<file path="config.mk">
export PLATFORM = sky130hd
export DESIGN_NAME = id_operand_stage
export DESIGN_NICKNAME = d
export VERILOG_FILES = /design/src/rtl/id_operand_stage_pkg.sv /design/src/rtl/id_operand_stage_operand_fwd_mux.sv /design/src/rtl/id_operand_stage.sv
export SDC_FILE = /design/constraint.sdc
export NUM_CORES = 1
export LEC_CHECK = 0
export CAP_MARGIN = 20
export CORE_AREA = 2 2 212 214
export CTS_BUF_LIST = sky130_fd_sc_hd__clkbuf_16
export DETAILED_ROUTE_END_ITERATION = 16
export DIE_AREA = 0 0 214 216
export PLACE_DENSITY = 0.56
export SLEW_MARGIN = 20
export SYNTH_ARGS = -nofsm -noshare
export SYNTH_HDL_FRONTEND = slang
export SYNTH_SLANG_ARGS = --single-unit
</file>
<file path="constraint.sdc">
create_clock -name clk -period 5.21 [get_ports clk]
set_input_delay 1.042 -clock clk [delete_from_list [all_inputs] [get_ports clk]]
set_output_delay 1.042 -clock clk [all_outputs]
set_load 0.02 [all_outputs]
</file>
<file path="src/rtl/id_operand_stage_pkg.sv">
// Shared definitions for the ID/operand-fetch stage.
// Holds the default widths, the hardwired-zero register index and the
// encoding of the operand forward-select used by operand_fwd_mux.
package id_operand_stage_pkg;

    localparam int unsigned DEF_DATA_WIDTH = 64;
    localparam int unsigned DEF_ADDR_WIDTH = 4;
    localparam int unsigned DEF_CTRL_WIDTH = 8;
    localparam int unsigned DEF_CNT_WIDTH  = 32;

    // Architectural register that always reads as zero
    localparam int unsigned REG_ZERO = 0;

    // Operand source, listed from highest to lowest priority
    typedef enum logic [2:0] {
        FWD_ZERO = 3'd0,
        FWD_EX   = 3'd1,
        FWD_MEM  = 3'd2,
        FWD_WB   = 3'd3,
        FWD_RF   = 3'd4
    } fwd_sel_e;

endpackage

</file>
<file path="src/rtl/id_operand_stage_operand_fwd_mux.sv">
// Purely combinational operand resolver for one source register.
// Picks the newest in-flight value for rs: zero register, EX result,
// MEM result, WB write data, then register-file read data.
// Ports:
//   rs                          source register address
//   ex_fwd_en/ex_rd/ex_result   instruction held in the ID/EX register
//   mem_fwd_en/mem_rd/mem_result MEM-stage writer
//   wb_we/wb_addr/wb_data       register-file write port this cycle
//   rf_data                     asynchronous register-file read data
//   operand_c                   resolved operand
module operand_fwd_mux
    import id_operand_stage_pkg::*;
#(
    parameter int unsigned data_width = DEF_DATA_WIDTH,
    parameter int unsigned addr_width = DEF_ADDR_WIDTH
) (
    input  logic [addr_width-1:0] rs,
    input  logic                  ex_fwd_en,
    input  logic [addr_width-1:0] ex_rd,
    input  logic [data_width-1:0] ex_result,
    input  logic                  mem_fwd_en,
    input  logic [addr_width-1:0] mem_rd,
    input  logic [data_width-1:0] mem_result,
    input  logic                  wb_we,
    input  logic [addr_width-1:0] wb_addr,
    input  logic [data_width-1:0] wb_data,
    input  logic [data_width-1:0] rf_data,
    output logic [data_width-1:0] operand_c
);

    fwd_sel_e sel_c;

    // Select: checking rs against zero first means a writer of register 0
    // can never be forwarded from any stage.
    always_comb begin
        sel_c = FWD_RF;
        if (rs == addr_width'(REG_ZERO)) begin
            sel_c = FWD_ZERO;
        end else if (ex_fwd_en && (ex_rd == rs)) begin
            sel_c = FWD_EX;
        end else if (mem_fwd_en && (mem_rd == rs)) begin
            sel_c = FWD_MEM;
        end else if (wb_we && (wb_addr == rs)) begin
            // File write lands at the edge, so bypass it for this read
            sel_c = FWD_WB;
        end
    end

    // Operand data mux driven by the select
    always_comb begin
        operand_c = rf_data;
        case (sel_c)
            FWD_ZERO: operand_c = '0;
            FWD_EX:   operand_c = ex_result;
            FWD_MEM:  operand_c = mem_result;
            FWD_WB:   operand_c = wb_data;
            default:  operand_c = rf_data;
        endcase
    end

endmodule

</file>
<file path="src/rtl/id_operand_stage.sv">
// Decode/operand-fetch stage: drives register-file read addresses,
// resolves both operands with EX > MEM > WB > file forwarding, inserts a
// bubble on load-use hazards and latches the ID/EX pipeline register.
// Ports:
//   clk, rst_n                  clock, asynchronous active-low reset
//   in_*                        decoded instruction from upstream
//   in_ready                    instruction accepted this cycle (combinational)
//   rf_r0addr/rf_r1addr         register-file read addresses (combinational)
//   rf_r0data/rf_r1data         register-file read data
//   ex_result                   ALU result of the held instruction
//   mem_*                       MEM-stage writer
//   wb_*                        register-file write port
//   ex_hold, flush              execute stall, squash of the latching slot
//   out_*                       registered ID/EX fields
//   stall_cnt                   saturating count of load-use bubbles
module id_operand_stage
    import id_operand_stage_pkg::*;
#(
    parameter int unsigned data_width = DEF_DATA_WIDTH,
    parameter int unsigned addr_width = DEF_ADDR_WIDTH,
    parameter int unsigned ctrl_width = DEF_CTRL_WIDTH,
    parameter int unsigned cnt_width  = DEF_CNT_WIDTH
) (
    input  logic                  clk,
    input  logic                  rst_n,
    input  logic                  in_valid,
    input  logic [addr_width-1:0] in_rs0,
    input  logic [addr_width-1:0] in_rs1,
    input  logic                  in_use0,
    input  logic                  in_use1,
    input  logic [addr_width-1:0] in_rd,
    input  logic                  in_we,
    input  logic                  in_is_load,
    input  logic [ctrl_width-1:0] in_ctrl,
    output logic                  in_ready,
    output logic [addr_width-1:0] rf_r0addr,
    output logic [addr_width-1:0] rf_r1addr,
    input  logic [data_width-1:0] rf_r0data,
    input  logic [data_width-1:0] rf_r1data,
    input  logic [data_width-1:0] ex_result,
    input  logic                  mem_valid,
    input  logic                  mem_we,
    input  logic [addr_width-1:0] mem_rd,
    input  logic [data_width-1:0] mem_result,
    input  logic                  wb_we,
    input  logic [addr_width-1:0] wb_addr,
    input  logic [data_width-1:0] wb_data,
    input  logic                  ex_hold,
    input  logic                  flush,
    output logic                  out_valid,
    output logic                  out_we,
    output logic                  out_is_load,
    output logic [addr_width-1:0] out_rd,
    output logic [data_width-1:0] out_op0,
    output logic [data_width-1:0] out_op1,
    output logic [ctrl_width-1:0] out_ctrl,
    output logic [cnt_width-1:0]  stall_cnt
);

    logic                  out_valid_q,   out_valid_d;
    logic                  out_we_q,      out_we_d;
    logic                  out_is_load_q, out_is_load_d;
    logic [addr_width-1:0] out_rd_q,      out_rd_d;
    logic [data_width-1:0] out_op0_q,     out_op0_d;
    logic [data_width-1:0] out_op1_q,     out_op1_d;
    logic [ctrl_width-1:0] out_ctrl_q,    out_ctrl_d;
    logic [cnt_width-1:0]  stall_cnt_q,   stall_cnt_d;

    logic                  ex_fwd_en_c;
    logic                  mem_fwd_en_c;
    logic                  load_use_c;
    logic                  hit0_c;
    logic                  hit1_c;
    logic [data_width-1:0] op0_c;
    logic [data_width-1:0] op1_c;

    // Register-file reads go straight out from the decoded sources
    assign rf_r0addr = in_rs0;
    assign rf_r1addr = in_rs1;

    assign ex_fwd_en_c  = out_valid_q & out_we_q;
    assign mem_fwd_en_c = mem_valid & mem_we;

    operand_fwd_mux #(
        .data_width (data_width),
        .addr_width (addr_width)
    ) u_fwd0 (
        .rs         (in_rs0),
        .ex_fwd_en  (ex_fwd_en_c),
        .ex_rd      (out_rd_q),
        .ex_result  (ex_result),
        .mem_fwd_en (mem_fwd_en_c),
        .mem_rd     (mem_rd),
        .mem_result (mem_result),
        .wb_we      (wb_we),
        .wb_addr    (wb_addr),
        .wb_data    (wb_data),
        .rf_data    (rf_r0data),
        .operand_c  (op0_c)
    );

    operand_fwd_mux #(
        .data_width (data_width),
        .addr_width (addr_width)
    ) u_fwd1 (
        .rs         (in_rs1),
        .ex_fwd_en  (ex_fwd_en_c),
        .ex_rd      (out_rd_q),
        .ex_result  (ex_result),
        .mem_fwd_en (mem_fwd_en_c),
        .mem_rd     (mem_rd),
        .mem_result (mem_result),
        .wb_we      (wb_we),
        .wb_addr    (wb_addr),
        .wb_data    (wb_data),
        .rf_data    (rf_r1data),
        .operand_c  (op1_c)
    );

    // Load-use: the held load's data is not ready until it reaches MEM
    assign hit0_c     = in_use0 & (in_rs0 == out_rd_q);
    assign hit1_c     = in_use1 & (in_rs1 == out_rd_q);
    assign load_use_c = in_valid & out_valid_q & out_is_load_q
                      & (out_rd_q != addr_width'(REG_ZERO))
                      & (hit0_c | hit1_c);

    assign in_ready = ~load_use_c & ~ex_hold;

    // ID/EX next-state: flush > hold > bubble > accept
    always_comb begin
        out_valid_d   = out_valid_q;
        out_we_d      = out_we_q;
        out_is_load_d = out_is_load_q;
        out_rd_d      = out_rd_q;
        out_op0_d     = out_op0_q;
        out_op1_d     = out_op1_q;
        out_ctrl_d    = out_ctrl_q;
        if (flush || (!ex_hold && load_use_c)) begin
            out_valid_d   = 1'b0;
            out_we_d      = 1'b0;
            out_is_load_d = 1'b0;
            out_rd_d      = '0;
            out_op0_d     = '0;
            out_op1_d     = '0;
            out_ctrl_d    = '0;
        end else if (!ex_hold) begin
            out_valid_d   = in_valid;
            out_we_d      = in_we;
            out_is_load_d = in_is_load;
            out_rd_d      = in_rd;
            out_op0_d     = op0_c;
            out_op1_d     = op1_c;
            out_ctrl_d    = in_ctrl;
        end
    end

    // Bubble counter, saturating at all-ones
    always_comb begin
        stall_cnt_d = stall_cnt_q;
        if (load_use_c && !ex_hold && !flush && (stall_cnt_q != '1)) begin
            stall_cnt_d = stall_cnt_q + cnt_width'(1);
        end
    end

    // State registers
    always_ff @(posedge clk or negedge rst_n) begin
        if (!rst_n) begin
            out_valid_q   <= 1'b0;
            out_we_q      <= 1'b0;
            out_is_load_q <= 1'b0;
            out_rd_q      <= '0;
            out_op0_q     <= '0;
            out_op1_q     <= '0;
            out_ctrl_q    <= '0;
            stall_cnt_q   <= '0;
        end else begin
            out_valid_q   <= out_valid_d;
            out_we_q      <= out_we_d;
            out_is_load_q <= out_is_load_d;
            out_rd_q      <= out_rd_d;
            out_op0_q     <= out_op0_d;
            out_op1_q     <= out_op1_d;
            out_ctrl_q    <= out_ctrl_d;
            stall_cnt_q   <= stall_cnt_d;
        end
    end

    assign out_valid   = out_valid_q;
    assign out_we      = out_we_q;
    assign out_is_load = out_is_load_q;
    assign out_rd      = out_rd_q;
    assign out_op0     = out_op0_q;
    assign out_op1     = out_op1_q;
    assign out_ctrl    = out_ctrl_q;
    assign stall_cnt   = stall_cnt_q;

endmodule

</file>
==> results of run 1 <==
area by class of cell:
cell class / instances / area share, %
Inverter: 3 / 0.0658
Timing Repair Buffer: 570 / 33.5
Clock inverter: 15 / 1.07
Clock buffer: 17 / 2.49
Antenna cell: 2 / 0.0292
Tap cell: 592 / 4.33
Multi-Input combinational cell: 814 / 32.9
Sequential cell: 175 / 25.6
cells by family (layout without fill, tap and decap cells):
kind of cell | count (synthesis) | after routing | synth area share (%)
AND/OR/NAND/NOR | 224 | 224 | 9.79
XOR/XNOR | 54 | 54 | 4.45
adder cells (fa/ha/maj) | 1 | 1 | 0.118
AO/OA/AOI/OAI | 533 | 533 | 38.0
multiplexers | 2 | 2 | 0.212
other | 0 | 2 | 0
flip-flops | 175 | 175 | 41.2
buffers and inverters | 136 | 605 | 6.15
state kept, by name (all words and copies together) (netlist names):
signal and flops:
out_ctrl 8, out_is_load 1, out_op0 64, out_op1 64, out_rd 4, out_valid 1
out_we 1, stall_cnt 32
report_power, final:
group          total, uW  internal (uW)  switching [uW]
registers           1510           1430            72.5
clock network       1430            761             670
logic                989            497             492
worst max-delay path, stage by stage:
cell and delay [ns]:
sky130_fd_sc_hd__clkdlybuf4s50_1 0.63, sky130_fd_sc_hd__xnor2_1 0.16, sky130_fd_sc_hd__nand4_1 0.27, sky130_fd_sc_hd__o22ai_2 0.39, sky130_fd_sc_hd__nor2_1 0.08, sky130_fd_sc_hd__clkdlybuf4s50_1 0.56
metal layers:
layer  share of wire [%]  GRT usage, %  routed length (um)
met5               0.038             0                  22
met4                 2.9          8.88                1650
met3                 9.3          7.78                5320
met2                  48          39.5               27200
met1                  40          29.6               23100
stage by stage:
stage | total power, uW | instances | setup slack (ns) | util [%]
finish | 3930 | 2188 | 1.03 | 39.0
global route | 4080 | 2186 | 0.911 | 39.0
CTS | 3960 | 2186 | 1.05 | 39.0
detailed placement | 2520 | 2154 | 1.04 | 37.6
global placement | 2510 | 2154 | 1.09 | 37.6
floorplan | 1880 | 1125 | 2.39 | -
synth_stat cells (all sizes together), types with 3 or more instances:
cell type,instances
a22oi,128
nor2,11
buf,17
nor3,7
xor2,20
nand2,147
dfrtp,175
a32oi,128
nand4,14
o221ai,128
nand3,15
a22o,15
inv,3
clkbuf,116
and4,4
xnor2,34
nor4,8
o21ai,128
and3,9
worst paths after layout:
path                              from          end  slack, ns  depth (start not counted)
setup / recovery             in_rs0[1]     in_ready       1.03                          6
hold / removal             out_ctrl[1]  out_ctrl[1]       0.51                          1
setup reg to reg             out_rd[1]  out_op0[33]       2.29                          7
hold reg to reg            out_ctrl[1]  out_ctrl[1]       0.51                          1
max in group asynchronous        rst_n  out_op0[45]       3.53                          2
min in group asynchronous        rst_n  out_op0[12]       0.58                          1
==> run_results.csv, run 1 <==
group,metric,value,unit
outcome,outcome,"completed",
synth,yosysTopAreaCellShare,41.2,%
final_layout,layout.filler_cells,4380,
timing,fmax,239,MHz
synth,mappedNetlistArea,0.0106,mm^2
timing,setup_tns,0,ns
timing,worst_slew_pin_slew,1.12,ns
floorplan,core_area,0.0438,mm^2
synth,synth-edff-count,0,
clocking,cts_hold_repair.buffers,0,
synth,synthesis.nets,1486,
setup_path,critical_path.startpoint_type,"input port",
global_routing,grt_pass1_vias,13000,
timing,rsz0062_at_grt,"no",
clocking,cts-buffers-inserted,17,
setup_path,cp_data_arrival_time,3.14,ns
final_layout,layout.area.seq,0.00438,mm^2
final_layout,multiInputGateArea,0.00563,mm^2
floorplan,die_area,0.0462,mm^2
timing,max_slew_violation_count,0,
pwr,p_leak,0.00628,uW
timing,setup_viol_count_final,0,
synth,ys_top_cells_by_area,"sky130_fd_sc_hd__dfrtp_1 41%, sky130_fd_sc_hd__a32oi_1 11%, sky130_fd_sc_hd__o221ai_1 11%, sky130_fd_sc_hd__a22oi_1 9.0%, sky130_fd_sc_hd__nand2_1 5.2%",
floorplan,initial_utilization,24.2,%
synth,yosys.area.top_type,"sky130_fd_sc_hd__dfrtp_1",
clocking,cts_setup_buffers,0,
placement,globalplace.congestion,0.871,
final_layout,final_common_cell,"sky130_fd_sc_hd__clkdlybuf4s50_1",
setup_path,timing.critical_path.to_type,"output pin",
timing,timing.clock.skew,0.0112,ns
clocking,cts.path.max_buffers,2,
setup_path,crit_required,4.17,ns
clocking,clkLatencyLatePin,0.50,ns
detailed_routing,vias_after_detailed_routing,12700,
placement,placement.cell_area,0.0165,mm^2
timing,final.period_utilization,80.2,%
global_routing,grt_pass1_wl,85.0,mm
job,max-cap-violations,0,
synth,ys_ff_latch,175,
detailed_routing,ant_nets,0,
setup_path,cp_max_fo,5,
detailed_routing,drt_iter0_drc,1252,
floorplan,chipWidth,214,um
final_layout,finalInstanceArea,0.0171,mm^2
clocking,htree_levels,4,
detailed_routing,detail_route.first_pass.iterations,5,
timing,final_hold_viol_count,0,
final_layout,drive_gt1_share,4.89,%
final_layout,most-common-layout-cells,"542 x sky130_fd_sc_hd__clkdlybuf4s50_1, 175 x sky130_fd_sc_hd__dfrtp_1, 145 x sky130_fd_sc_hd__nand2_1",
detailed_routing,wl_per_cell,26.2,um
timing,relSlewSlack,25.1,%
detailed_routing,routed_via_density,5.82,
synth,synth_ff_type,"sky130_fd_sc_hd__dfrtp_1",
pwr,ir_drop,0.166,mV
timing,hold-worst-slack,0.514,ns
placement,placement.io_buffers,543,
clocking,cts.sinks,175,
pwr,power.density_cell_area,229,mW/mm^2
synth,synth-warning-count,0,
synth,fraction_of_registers_with_async_set_or_reset_after_synthesis,100,%
floorplan,die_height,216,um
clocking,clk_pin_slew_worst_paths,0.07,ns
worst_hold_path,class_of_the_tightest_hold_or_removal_check,"register to register",
setup_path,type_of_the_setup_path_with_the_least_slack,"input port to output pin",
clocking,post_cts.resized_instances,0,
detailed_routing,detail_route.drc_violations,0,
clocking,tritoncts,"built",
timing,post-route-min-period,4.18,ns
synth,cells_after_synth,1125,
global_routing,groute.usage.overall,24.1,%
final_layout,fin_nets,1942,
detailed_routing,drt_wl_total,57.3,mm
synth,synth_area_per_cell,9.44,um^2
floorplan,num_io_pins,544,
final_layout,area_growth,61.2,%
floorplan,std_cell_rows,77,
global_routing,antenna_found_initial,3,
synth,synth_cell_type_count,43,
global_routing,overflow_left_after_global_routing,0,
placement,place_hpwl,38.2,mm
synth,synth-seq-area-share,41.2,%
global_routing,grt_max_degree,116,
clocking,clock-root-buffer,"sky130_fd_sc_hd__clkbuf_16",
(Power assumes the default switching activity.)
==> inputs of run 2 (changes only) <==
--- a/config.mk
+++ b/config.mk
@@ -6,10 +6,10 @@
 export NUM_CORES = 1
 export LEC_CHECK = 0
 export CAP_MARGIN = 20
-export CORE_AREA = 2 2 212 214
+export CORE_AREA = 2 2 213 215
 export CTS_BUF_LIST = sky130_fd_sc_hd__clkbuf_16
 export DETAILED_ROUTE_END_ITERATION = 16
-export DIE_AREA = 0 0 214 216
+export DIE_AREA = 0 0 215 217
 export PLACE_DENSITY = 0.56
 export SLEW_MARGIN = 20
 export SYNTH_ARGS = -nofsm -noshare
==> constraint.sdc (replaced) <==
create_clock -name clk -period 4.1 [get_ports clk]
set_input_delay 0.82 -clock clk [delete_from_list [all_inputs] [get_ports clk]]
set_output_delay 0.82 -clock clk [all_outputs]
set_load 0.02 [all_outputs]
==> run 2 against run 1 <==
  * Core utilization decreased by 0.78 points
  * Clock power increased by 13%
  * Combinational power increased by 27%
  * Die area increased by 0.93%
  * Power increased by 22%
  * Highest routed layer unchanged
  * Non-clock buffer count increased by 3
  * First-iteration DRC count decreased by 26%
  * Design area about the same
  * Final cell count increased by 0.55%
==> run_results.csv, run 2 (synthesis results as in run 1) <==
group,metric,value,unit
final_layout,layout.filler_cells,4510,
detailed_routing,ant_nets,0,
timing,relSlewSlack,42.7,%
pwr,comb_power_share,26.3,%
detailed_routing,met3RoutedLength,4.56,mm
global_routing,overflow_left_after_global_routing,0,
global_routing,grt_pass1_vias,13100,
placement,globalplace.congestion,0.887,
setup_path,critical_path.startpoint_type,"input port",
clocking,clk_pin_slew_worst_paths,0.07,ns
floorplan,die_height,217,um
job,max-cap-violations,0,
detailed_routing,routed.top_layer,"met5",
clocking,cts.path.max_buffers,2,
pwr,clock_power_share,33.8,%
final_layout,finalInstanceArea,0.0171,mm^2
floorplan,num_io_pins,544,
placement,dp.cells,2165,
clocking,clkLatencyLatePin,0.47,ns
timing,max_slew_violation_count,0,
placement,placement.cell_area,0.0165,mm^2
detailed_routing,wl_per_cell,25.7,um
placement,placement.io_buffers,543,
timing,timing.clock.skew,0.0155,ns
clocking,cts_setup_buffers,0,
setup_path,timing.critical_path.to_type,"output pin",
detailed_routing,vias_after_detailed_routing,12600,
clocking,cts_hold_repair.buffers,0,
pwr,p_int,3250,uW
final_layout,drive_gt1_share,5.20,%
detailed_routing,drt_wl_total,56.5,mm
timing,setup_tns,0,ns
timing,setup_viol_count_final,0,
detailed_routing,detail_route.first_pass.iterations,5,
detailed_routing,detail_route.drc_violations,0,
final_layout,most-common-layout-cells,"542 x sky130_fd_sc_hd__clkdlybuf4s50_1, 175 x sky130_fd_sc_hd__dfrtp_1, 145 x sky130_fd_sc_hd__nand2_1",
clocking,post_cts.resized_instances,0,
detailed_routing,routed_via_density,5.72,
final_layout,instances_no_fill,2200,
placement,place_hpwl,37.8,mm
global_routing,grt_pass1_wl,83.6,mm
setup_path,type_of_the_setup_path_with_the_least_slack,"input port to output pin",
floorplan,chipWidth,215,um
pwr,ir_drop,0.198,mV
detailed_routing,met2WireLength,27.3,mm
setup_path,cp_data_arrival_time,2.84,ns
final_layout,fin_nets,1945,
pwr,total_switching_power,1540,uW
clocking,htree_levels,4,
pwr,p_leak,0.00627,uW
final_layout,final_common_cell,"sky130_fd_sc_hd__clkdlybuf4s50_1",
setup_path,crit_path_top_cell_by_count,"sky130_fd_sc_hd__clkdlybuf4s50_1",
timing,fmax,273,MHz
clocking,cts.sinks,175,
clocking,cts-buffers-inserted,17,
floorplan,core_area,0.0447,mm^2
global_routing,grt_max_degree,148,
pwr,power.density_cell_area,280,mW/mm^2
outcome,outcome,"completed",
timing,final.period_utilization,89.4,%
floorplan,die_area,0.0467,mm^2
global_routing,antenna_found_initial,4,
global_routing,groute.usage.overall,23.4,%
worst_hold_path,class_of_the_tightest_hold_or_removal_check,"input port to asynchronous set/reset pin",
final_layout,area_growth,61.0,%
detailed_routing,drt-met1-wl,22.6,mm
pwr,power.total,4790,uW
pwr,pwr-share-seq,39.9,%
detailed_routing,drt_iter0_drc,922,
clocking,tritoncts,"built",
setup_path,crit_required,3.28,ns
pwr,power.share.switching,32.1,%
clocking,clock-root-buffer,"sky130_fd_sc_hd__clkbuf_16",
timing,post-route-min-period,3.66,ns
floorplan,initial_utilization,23.8,%
setup_path,cp_max_fo,5,
setup_path,critical_path.max_stage_delay,0.61,ns
timing,worst_slew_pin_slew,0.859,ns
setup_path,worstPathCellList,"clkdlybuf4s50_1 -> xnor2_1 -> nand4_1 -> o22ai_2 -> nor2_1 -> clkdlybuf4s50_1",
timing,rsz0062_at_grt,"no",
setup_path,critPathSlowestCell,"sky130_fd_sc_hd__clkdlybuf4s50_1",
floorplan,std_cell_rows,78,
timing,final_hold_viol_count,0,
[run 2: cell types whose count changed in the layout (fill, tap and decap cells not counted), sizes merged]
cell and change:
bufinv -3, buf +4, diode +1, clkinv -1, clkbuf -1, inv +4
[run 2: path summary, 6_finish.rpt]
kind,depth (start not counted),start,slack [ns],end
setup / recovery,6,in_rs1[2],0.44,in_ready
hold / removal,1,rst_n,0.45,out_op0[11]
setup reg to reg,7,out_rd[0],1.39,out_op0[25]
hold reg to reg,1,stall_cnt[15],0.51,stall_cnt[15]
max in group asynchronous,2,rst_n,2.77,stall_cnt[31]
min in group clk,1,stall_cnt[15],0.51,stall_cnt[15]
[run 2: critical path: cells and delay by family]
kind | cells | cell delay [ns]
AO/OA/AOI/OAI | 1 | 0.33
XOR/XNOR | 1 | 0.16
AND/OR/NAND/NOR | 2 | 0.36
buffers and inverters | 2 | 1.17
[run 2: layout make-up]
| class | count | area [um^2] | share of cell area (%) |
|---|---|---|---|
| Timing Repair Buffer | 573 | 5770 | 33.8 |
| Multi-Input combinational cell | 814 | 5630 | 32.9 |
| Sequential cell | 175 | 4380 | 25.6 |
| Tap cell | 600 | 751 | 4.39 |
| Clock buffer | 17 | 425 | 2.49 |
| Clock inverter | 15 | 124 | 0.724 |
| Inverter | 3 | 11.3 | 0.0658 |
| Antenna cell | 3 | 7.51 | 0.0439 |
[run 2: stage by stage]
stage | hold slack (ns) | utilization [%] | worst slack, ns
floorplan | 0.524 | - | 1.69
global placement | 0.490 | 37.0 | 0.469
detailed placement | 0.493 | 37.0 | 0.437
CTS | 0.443 | 38.2 | 0.437
global route | 0.490 | 38.3 | 0.330
finish | 0.448 | 38.3 | 0.435
[run 2: layer usage]
layer	track usage, %	vias up
li1	-	5495
met1	28.2	6266
met2	39.3	698
met3	6.07	112
met4	11.0	2
met5	0	-
[run 2: power by group through the flow]
| stage | combinational (uW) | clock [uW] | sequential, uW |
|---|---|---|---|
| 6_report | 1260 | 1620 | 1910 |
| 4_1_cts | 1260 | 1670 | 1910 |
| 3_5_place_dp | 1250 | 0 | 1940 |
| 5_1_grt | 1330 | 1750 | 1930 |
| 2_1_floorplan | 337 | 0 | 2050 |
| 3_3_place_gp | 1250 | 0 | 1940 |
==> inputs of run 3 (changes only) <==
--- a/config.mk
+++ b/config.mk
@@ -11,7 +11,6 @@
 export DETAILED_ROUTE_END_ITERATION = 16
 export DIE_AREA = 0 0 215 217
 export PLACE_DENSITY = 0.56
-export SLEW_MARGIN = 20
 export SYNTH_ARGS = -nofsm -noshare
 export SYNTH_HDL_FRONTEND = slang
 export SYNTH_SLANG_ARGS = --single-unit
==> results of run 3 <==
No change in the layout: final DEF, timing and power equal those of run 2.
